===== src/rtl/db_reg_reader_if.sv =====
// Byte stream from the register dumper to the serial transmitter.
//   tx_data  : byte being offered (master -> slave)
//   tx_valid : tx_data is valid (master -> slave)
//   tx_ready : transmitter accepts the byte this edge (slave -> master)
interface db_reg_reader_if;
    logic [7:0] tx_data;
    logic       tx_valid;
    logic       tx_ready;

    modport master (output tx_data, output tx_valid, input tx_ready);
    modport slave  (input tx_data, input tx_valid, output tx_ready);
endinterface : db_reg_reader_if


===== src/rtl/db_reg_reader.sv =====
// Debug register dumper: freezes the pipeline, walks register-file read
// port A over addresses 0..NUM_REGS-1 and streams each 32-bit value to the
// serial transmitter MSB byte first.
//   clk, rst_n   : clock, asynchronous active-low reset
//   start        : dump request, sampled only in IDLE
//   DB_Stall     : decode-stage stall while dumping
//   DB_Lector    : debug-read select (steers read port A, blocks writes)
//   DB_DirReg    : address presented to read port A
//   DB_RegisterA : read port A data, refreshed on the falling edge
//   busy, done   : dump in progress / one-cycle completion pulse
//   tx           : byte stream to the transmitter (valid/ready)
module db_reg_reader #(
    parameter int unsigned NUM_REGS = 32
) (
    input  logic                  clk,
    input  logic                  rst_n,
    input  logic                  start,
    output logic                  DB_Stall,
    output logic                  DB_Lector,
    output logic [4:0]            DB_DirReg,
    input  logic [31:0]           DB_RegisterA,
    output logic                  busy,
    output logic                  done,
    db_reg_reader_if.master       tx
);

    localparam logic [4:0] LAST_ADDR = 5'(NUM_REGS - 1);

    typedef enum logic [1:0] {
        IDLE    = 2'd0,
        CAPTURE = 2'd1,
        SEND    = 2'd2,
        DONE    = 2'd3
    } state_t;

    state_t      state;
    logic [31:0] shift_q;
    logic [1:0]  byte_cnt;
    logic        tx_valid_q;

    // The top byte of the shift register is the byte on offer, so tx_data
    // comes straight from a flop and cannot change while a byte is pending.
    assign tx.tx_data  = shift_q[31:24];
    assign tx.tx_valid = tx_valid_q;

    // Dump sequencer: one capture cycle plus four byte transfers per register.
    always_ff @(posedge clk or negedge rst_n) begin
        if (!rst_n) begin
            state      <= IDLE;
            DB_Stall   <= 1'b0;
            DB_Lector  <= 1'b0;
            DB_DirReg  <= 5'd0;
            busy       <= 1'b0;
            done       <= 1'b0;
            shift_q    <= 32'd0;
            byte_cnt   <= 2'd0;
            tx_valid_q <= 1'b0;
        end else begin
            case (state)
                IDLE: begin
                    if (start) begin
                        DB_Stall  <= 1'b1;
                        DB_Lector <= 1'b1;
                        busy      <= 1'b1;
                        DB_DirReg <= 5'd0;
                        state     <= CAPTURE;
                    end
                end

                // DB_DirReg changed on the previous edge; the falling edge in
                // between has refreshed DB_RegisterA, so it is safe to load.
                CAPTURE: begin
                    shift_q    <= DB_RegisterA;
                    byte_cnt   <= 2'd0;
                    tx_valid_q <= 1'b1;
                    state      <= SEND;
                end

                SEND: begin
                    if (tx_valid_q && tx.tx_ready) begin
                        shift_q  <= {shift_q[23:0], 8'h00};
                        byte_cnt <= byte_cnt + 2'd1;
                        if (byte_cnt == 2'd3) begin
                            tx_valid_q <= 1'b0;
                            if (DB_DirReg == LAST_ADDR) begin
                                DB_Stall  <= 1'b0;
                                DB_Lector <= 1'b0;
                                busy      <= 1'b0;
                                done      <= 1'b1;
                                state     <= DONE;
                            end else begin
                                DB_DirReg <= DB_DirReg + 5'd1;
                                state     <= CAPTURE;
                            end
                        end
                    end
                end

                DONE: begin
                    done  <= 1'b0;
                    state <= IDLE;
                end

                default: state <= IDLE;
            endcase
        end
    end

endmodule : db_reg_reader


===== src/flat_wrapper.sv =====
// flat-port wrapper written by rule: the top's interface ports become plain ports
module db_reg_reader_flat 
#(
    parameter int unsigned NUM_REGS = 32
)
  (clk, rst_n, start, DB_Stall, DB_Lector, DB_DirReg, DB_RegisterA, busy, done, tx_tx_data, tx_tx_valid, tx_tx_ready);
  db_reg_reader_if tx_i ();
  input  logic clk;
  input  logic rst_n;
  input  logic start;
  output logic DB_Stall;
  output logic DB_Lector;
  output logic [4:0] DB_DirReg;
  input  logic [31:0] DB_RegisterA;
  output logic busy;
  output logic done;
  output wire logic [$bits(tx_i.tx_data)-1:0] tx_tx_data;
  output wire logic [$bits(tx_i.tx_valid)-1:0] tx_tx_valid;
  input wire logic [$bits(tx_i.tx_ready)-1:0] tx_tx_ready;
  assign tx_tx_data = tx_i.tx_data;
  assign tx_tx_valid = tx_i.tx_valid;
  assign tx_i.tx_ready = tx_tx_ready;
  db_reg_reader #(.NUM_REGS(NUM_REGS)) u_core (.clk(clk), .rst_n(rst_n), .start(start), .DB_Stall(DB_Stall), .DB_Lector(DB_Lector), .DB_DirReg(DB_DirReg), .DB_RegisterA(DB_RegisterA), .busy(busy), .done(done), .tx(tx_i));
endmodule

===== config.mk =====
export PLATFORM = sky130hd
export DESIGN_NAME = db_reg_reader_flat
export DESIGN_NICKNAME = d
export VERILOG_FILES = /design/src/rtl/db_reg_reader_if.sv /design/src/rtl/db_reg_reader.sv /design/src/flat_wrapper.sv
export SDC_FILE = /design/constraint.sdc
export NUM_CORES = 1
export LEC_CHECK = 0
export BUFFER_PORTS_ARGS = -buffer_cell sky130_fd_sc_hd__buf_2
export CAP_MARGIN = 20
export CORE_MARGIN = 1.5
export CORE_UTILIZATION = 57
export CTS_CLUSTER_DIAMETER = 200
export DETAILED_ROUTE_END_ITERATION = 12
export HOLD_SLACK_MARGIN = 0.03
export PLACE_DENSITY_LB_ADDON = 0.05
export SETUP_SLACK_MARGIN = 0.02
export SYNTH_ARGS = -nofsm -noshare
export SYNTH_HDL_FRONTEND = slang
export SYNTH_SLANG_ARGS = --single-unit

===== constraint.sdc =====
create_clock -name clk -period 5.1 [get_ports clk]
set_input_delay 0.255 -clock clk [delete_from_list [all_inputs] [get_ports clk]]
set_output_delay 0.255 -clock clk [all_outputs]
set_load 0.03 [all_outputs]

==> results of run 1 <==
synth_stat cells, types with 3 or more instances:
cell type,count
o21ai_0,3
a21oi_1,3
dfrtp_1,44
nand3_1,6
inv_1,4
buf_4,12
ha_1,9
o211ai_1,5
buf_6,3
nand2_1,10
mux2_2,48
a22o_1,9
buf_2,3
worst paths after layout:
kind,startpoint,endpoint
min in group clk,DB_RegisterA[3],u_core.shift_q[3]$_DFFE_PN0P_
setup reg to reg,u_core.state[0]$_DFFE_PN0P_,u_core.shift_q[15]$_DFFE_PN0P_
max in group asynchronous,rst_n,u_core.shift_q[19]$_DFFE_PN0P_
hold / removal,rst_n,u_core.DB_DirReg[2]$_DFFE_PN0P_
hold reg to reg,u_core.shift_q[0]$_DFFE_PN0P_,u_core.shift_q[0]$_DFFE_PN0P_
setup / recovery,u_core.state[0]$_DFFE_PN0P_,u_core.shift_q[15]$_DFFE_PN0P_
critical path, cell delays in order, from the launching register on:
cell and delay, ns:
dfrtp_1 0.42, inv_1 0.13, ha_1 0.44, nor2b_1 0.27, a31oi_4 0.83, mux2_2 0.43
cell type report:
class / count / share of cell area [%]
clock inverters: 2 / 0.385
well taps: 48 / 2.31
multi-input cells: 116 / 40.7
flip-flops and latches: 44 / 42.4
inverters: 4 / 0.578
clock buffers: 6 / 3.18
repair buffers: 54 / 10.5
metal layers:
layer | share of wire (%) | vias up | wire length [um]
li1 | - | 738 | -
met1 | 44 | 791 | 1870
met2 | 48 | 54 | 2060
met3 | 6.6 | 5 | 280
met4 | 0.89 | 0 | 38
met5 | 0 | - | 0
layout by cell type, fill, tap and decap left out:
master / count
o32a_1: 1
nor2_1: 2
clkbuf_8: 6
mux2_2: 48
or3_1: 2
buf_2: 53
and3_1: 1
nor2b_1: 2
a21oi_1: 3
o311ai_0: 1
o21ai_0: 3
o22ai_1: 1
buf_4: 1
mux2i_1: 2
o211ai_1: 5
inv_1: 4
nand4b_1: 2
o311ai_1: 1
a31oi_4: 1
nand2_1: 10
ha_1: 9
o311ai_2: 1
or2_1: 1
o2bb2ai_1: 1
nand2b_1: 1
xor2_1: 1
a22o_1: 9
nand3_1: 6
clkinv_2: 2
dfrtp_1: 44
nand4_1: 2
sequential cells by signal, indices dropped and copies added, names as in the netlist:
name,cells
u_core.DB_DirReg,5
u_core.shift_q,32
u_core.done,1
u_core.byte_cnt,2
u_core.busy,1
u_core.tx.tx_valid,1
u_core.state,2
cells by family after synthesis:
logic type                 Yosys count  share of synthesized area, %
muxes                               50                          24.2
DFF                                 44                          47.5
and+or+nand+nor                     29                          6.43
AOI/OAI and AO/OA                   27                          9.78
buffers and inverters               23                          6.81
adders and majority gates            9                          4.86
xor gates and xnor gates             1                         0.378
power by group:
part	switching [mW]	internal [mW]	total [mW]	leakage, nW
clock	0.117	0.108	0.225	0.0510
combinational	0.346	0.342	0.688	0.614
sequential	0.0809	0.500	0.581	0.536
stage by stage:
stage               util (%)  setup WS (ns)
floorplan                  -           3.09
global placement        66.5           2.52
detailed placement      66.5           2.46
CTS                     68.9           2.43
global route            68.9           2.24
finish                  68.9           2.45
==> reports/results.tsv, run 1 <==
metric	value	unit
GR Layer Usage met2	34.4	%
DR vias	1588	
Post-DRT Antenna Nets	0	
full die area	4450	um^2
fillcell total	305	
fin crit period	2.65	ns
number of diodes	0	
kind of critical path	reg2reg	
H-tree levels	2	
Max Cap Viol	0	
Yosys top cell by area	dfrtp_1	
status	completed	
worst slew pin tran	0.980	ns
Post-synth EDFFs	0	
unrepaired setup endpoints after global routing	no	
Syn. warnings	0	
cell area after synthesis	2320	um^2
largest net degree at the start of global routing	45	
Pwr Total	1.49	mW
first-pass GRT wire length	6870	um
met3 usage	7.09	%
DR WL/cell	15.5	um
PwrDens	575	nW/um^2
Yosys cell types	31	
post-synthesis register bit count	44	
Layout area overhead	12.2	%
R2R setup slack	2.45	ns
IO Port Bufs	53	
ys async rst share	100	%
initial antenna violation count	0	
CTS tree	done	
fin. max-slew vios	0	
vias per cell	5.80	
global-route layer with the greatest usage	met2	
setup violators final	0	
fin crit share	51.9	%
Congestion Overflow GR	0	
I/O pin total	54	
Multi-input gate area	1060	um^2
Chip Height	66.7	um
Critical Path Source Type	flip-flop	
top post-synthesis cells by area	dfrtp_1 48%, mux2_2 23%, ha_1 4.9%	
Core Region	3770	um^2
final hold violation count	0	
Die W	66.7	um
first-pass detailed-route iteration total	4	
share of post-route cells with drive strength above 1	49.6	%
R2R cell count	5	
met1 usage	26.4	%
Post-DP HPWL	3040	um
Final Cell Area	2600	um^2
Initial Utilization	61.4	%
placed instance area	2510	um^2
sequential area share after synthesis	47.5	%
post-CTS setup buffer count	0	
Worst Skew	0.00701	ns
Post-CTS Resized	0	
Final #Nets	270	
Critical Path Fanout Max	32	
syn nets	228	
Critical Path RT	5.29	ns
setup TNS	0	ns
LEAKAGE	1.20	nW
DRC	0	
hold_ws	0.0876	ns
Relative slew margins	34.7	%
Worst Path Arrival	2.84	ns
CTS Buffer Depth	2	
Placed Cells	266	
Syn Inst Count	183	
clock root cell	clkbuf_8	
post-synth top area share	47.5	%
worst min path class	in2async	
Initial DRC Count	99	
Highest Clock Rate	378	MHz
GP Congestion	0.832	
Setup crit end kind	flip-flop	
Routed WL	4250	um
Sink Count	44	
vias in the first global route	1533	
synthesized area per cell	12.7	um^2
register area	1100	um^2
Post-Layout Cell Count	274	
Peak VDD IR	0.000298	V
Reg clk slew, reported paths	0.08	ns
CTS hold repair buffers	0	
clk_lat worst skew	0.30	ns
Rows	22	
TritonCTS Buffers	5	
GRT Overall Usage	21.0	%
ys flop type	dfrtp_1	
(Power assumes the default switching activity.)
==> run 2: changes to the inputs <==
--- a/config.mk
+++ b/config.mk
@@ -5,10 +5,11 @@
 export SDC_FILE = /design/constraint.sdc
 export NUM_CORES = 1
 export LEC_CHECK = 0
+export ABC_AREA = 1
 export BUFFER_PORTS_ARGS = -buffer_cell sky130_fd_sc_hd__buf_2
 export CAP_MARGIN = 20
 export CORE_MARGIN = 1.5
-export CORE_UTILIZATION = 57
+export CORE_UTILIZATION = 54
 export CTS_CLUSTER_DIAMETER = 200
 export DETAILED_ROUTE_END_ITERATION = 12
 export HOLD_SLACK_MARGIN = 0.03
==> constraint.sdc (replaced) <==
create_clock -name clk -period 2.61 [get_ports clk]
set_input_delay 0.1305 -clock clk [delete_from_list [all_inputs] [get_ports clk]]
set_output_delay 0.1305 -clock clk [all_outputs]
set_load 0.03 [all_outputs]
==> reports/results.tsv, run 2 <==
metric	value	unit
status	completed	
GP Congestion	0.815	
Die W	69.3	um
Worst Path Arrival	2.16	ns
H-tree levels	2	
cell area after synthesis	2380	um^2
Syn. warnings	0	
synthesized area per cell	8.61	um^2
CTS Buffer Depth	2	
worst min path class	in2reg	
most common cell in the netlist	nand2_1	
PwrDens	1190	nW/um^2
Critical Path RT	2.78	ns
kind of critical path	reg2reg	
Reg clk slew, reported paths	0.09	ns
beginning of the worst hold path	DB_RegisterA[7]	
unrepaired setup endpoints after global routing	no	
Post-synth EDFFs	0	
DRC	0	
Placed Cells	358	
Cell Chain, Critical Path	inv_1 > ha_2 > inv_1 > nand2_2 > nand2_4 > inv_2 > o21ai_0	
Yosys top cell by area	dfrtp_1	
LEAKAGE	1.39	nW
syn nets	321	
r2r endpoint	u_core.shift_q[31]$_DFFE_PN0P_	
full die area	4810	um^2
post-CTS setup buffer count	0	
Top cell by count, worst path	inv_1	
Max Cap Viol	0	
Critical Path Fanout Max	32	
Routed WL	4560	um
CTS tree	done	
Post-DP HPWL	3100	um
ys async rst share	100	%
Post-CTS Resized	0	
Core Util, Final	64.8	%
Post-DRT Antenna Nets	0	
slowest CP cell	inv_2	
IO Port Bufs	53	
Post-Layout Cell Count	368	
share of post-route cells with drive strength above 1	26.7	%
top post-synthesis cells by area	dfrtp_1 46%, nand2_1 12%, o21ai_0 5.7%	
Core Region	4120	um^2
fin crit period	2.00	ns
Final #Nets	362	
worst setup path startpoint	u_core.state[0]$_DFFE_PN0P_	
TritonCTS Buffers	5	
Syn Inst Count	276	
most common cell after layout, fill and taps aside	nand2_1	
most frequent cells in the layout	73 x nand2_1, 53 x buf_2, 44 x dfrtp_1	
Yosys cell types	24	
Initial DRC Count	86	
Setup crit end kind	flip-flop	
vias per cell	4.91	
first-pass detailed-route iteration total	4	
largest net degree at the start of global routing	45	
CTS hold repair buffers	1	
max reg flops	32	
DR vias	1807	
Relative slew margins	58.9	%
Worst Hold Depth	3	
Chip Height	69.3	um
post-synthesis register bit count	44	
top post-synthesis cells by count	73 x nand2_1, 44 x dfrtp_1, 27 x o21ai_0	
Worst Skew	0.00711	ns
setup violators final	0	
R2R setup slack	0.61	ns
Congestion Overflow GR	0	
initial antenna violation count	0	
clk_lat worst skew	0.30	ns
Critical Path Source Type	flip-flop	
fin. max-slew vios	0	
Highest Clock Rate	501	MHz
Min-Delay Endpoint	u_core.shift_q[7]$_DFFE_PN0P_	
final hold violation count	0	
Rows	23	
Worst R2R Start	u_core.state[0]$_DFFE_PN0P_	
post-synth top area share	46.3	%
first-pass GRT wire length	7940	um
fin crit share	76.5	%
setup TNS	0	ns
sequential area share after synthesis	46.3	%
GRT Overall Usage	20.7	%
R2R cell count	7	
Layout area overhead	12.2	%
top flop regs	u_core.shift_q: 32 flops, u_core.DB_DirReg: 5 flops	
DR WL/cell	12.4	um
Peak VDD IR	0.000534	V
Initial Utilization	57.7	%
Sink Count	44	
vias in the first global route	1719	
Biggest register	u_core.shift_q	
I/O pin total	54	
clock root cell	clkbuf_8	
number of diodes	0	
worst slew pin tran	0.616	ns
CP max stage delay	0.52	ns
ys flop type	dfrtp_1	
run 2: cell families (layout without fill, tap and decap cells):
group           count (synthesis)  in the layout  share of synthesized area (%)
simple gates                  112            112                           20.9
compound gates                 60             60                           15.7
buf+inv                        51             93                           12.3
flops                          44             44                           46.3
fa+ha+maj                       9              9                           4.74
run 2: cell type report:
class / instances / area (um^2)
clock buffer: 6 / 82.6
clock inverter: 2 / 15.0
fill: 382 / 1450
inverter: 27 / 101
multi-input combinational: 181 / 985
sequential: 44 / 1100
tap: 50 / 62.6
timing repair buffer: 58 / 318
run 2: routing by layer:
metal	share of wire (%)	wire length (um)	global-route usage [%]	up-vias
li1	-	-	-	962
met5	0	0	0	-
met4	1.3	59	6.54	0
met3	4.5	206	5.23	7
met1	51	2330	27.7	795
met2	43	1960	33.2	43
run 2: metrics by stage:
stage	area (um^2)	hold WS [ns]	total power, mW	setup slack [ns]
after floorplan	2380	-0.165	2.58	1.02
after global placement	2540	0.353	2.69	0.657
after detailed placement	2540	0.346	2.73	0.623
after CTS	2650	0.0615	3.19	0.620
after global routing	2670	0.0715	3.46	0.446
final	2670	0.0612	3.17	0.613
run 2: worst max-delay path by stage:
stage	end	slack, ns	cells after the start
floorplan	u_core.DB_DirReg[0]$_DFFE_PN0P_	1.02	10
global placement	u_core.shift_q[31]$_DFFE_PN0P_	0.66	7
detailed placement	u_core.shift_q[31]$_DFFE_PN0P_	0.62	6
CTS	u_core.shift_q[31]$_DFFE_PN0P_	0.62	7
global route	u_core.shift_q[31]$_DFFE_PN0P_	0.45	6
finish	u_core.shift_q[31]$_DFFE_PN0P_	0.61	7
run 2: power breakdown:
| part | switching, mW | total (mW) | internal, mW | leakage [nW] |
|---|---|---|---|---|
| clock network | 0.239 | 0.453 | 0.214 | 0.0434 |
| registers | 0.144 | 1.13 | 0.983 | 0.554 |
| logic | 1.07 | 1.59 | 0.515 | 0.789 |
run 2: worst max-delay path: cells and delay by family, from the launching register on:
family	cells	cell delay [ns]
flops	1	0.44
buf+inv	3	0.74
fa+ha+maj	1	0.26
compound gates	1	0.18
simple gates	2	0.25
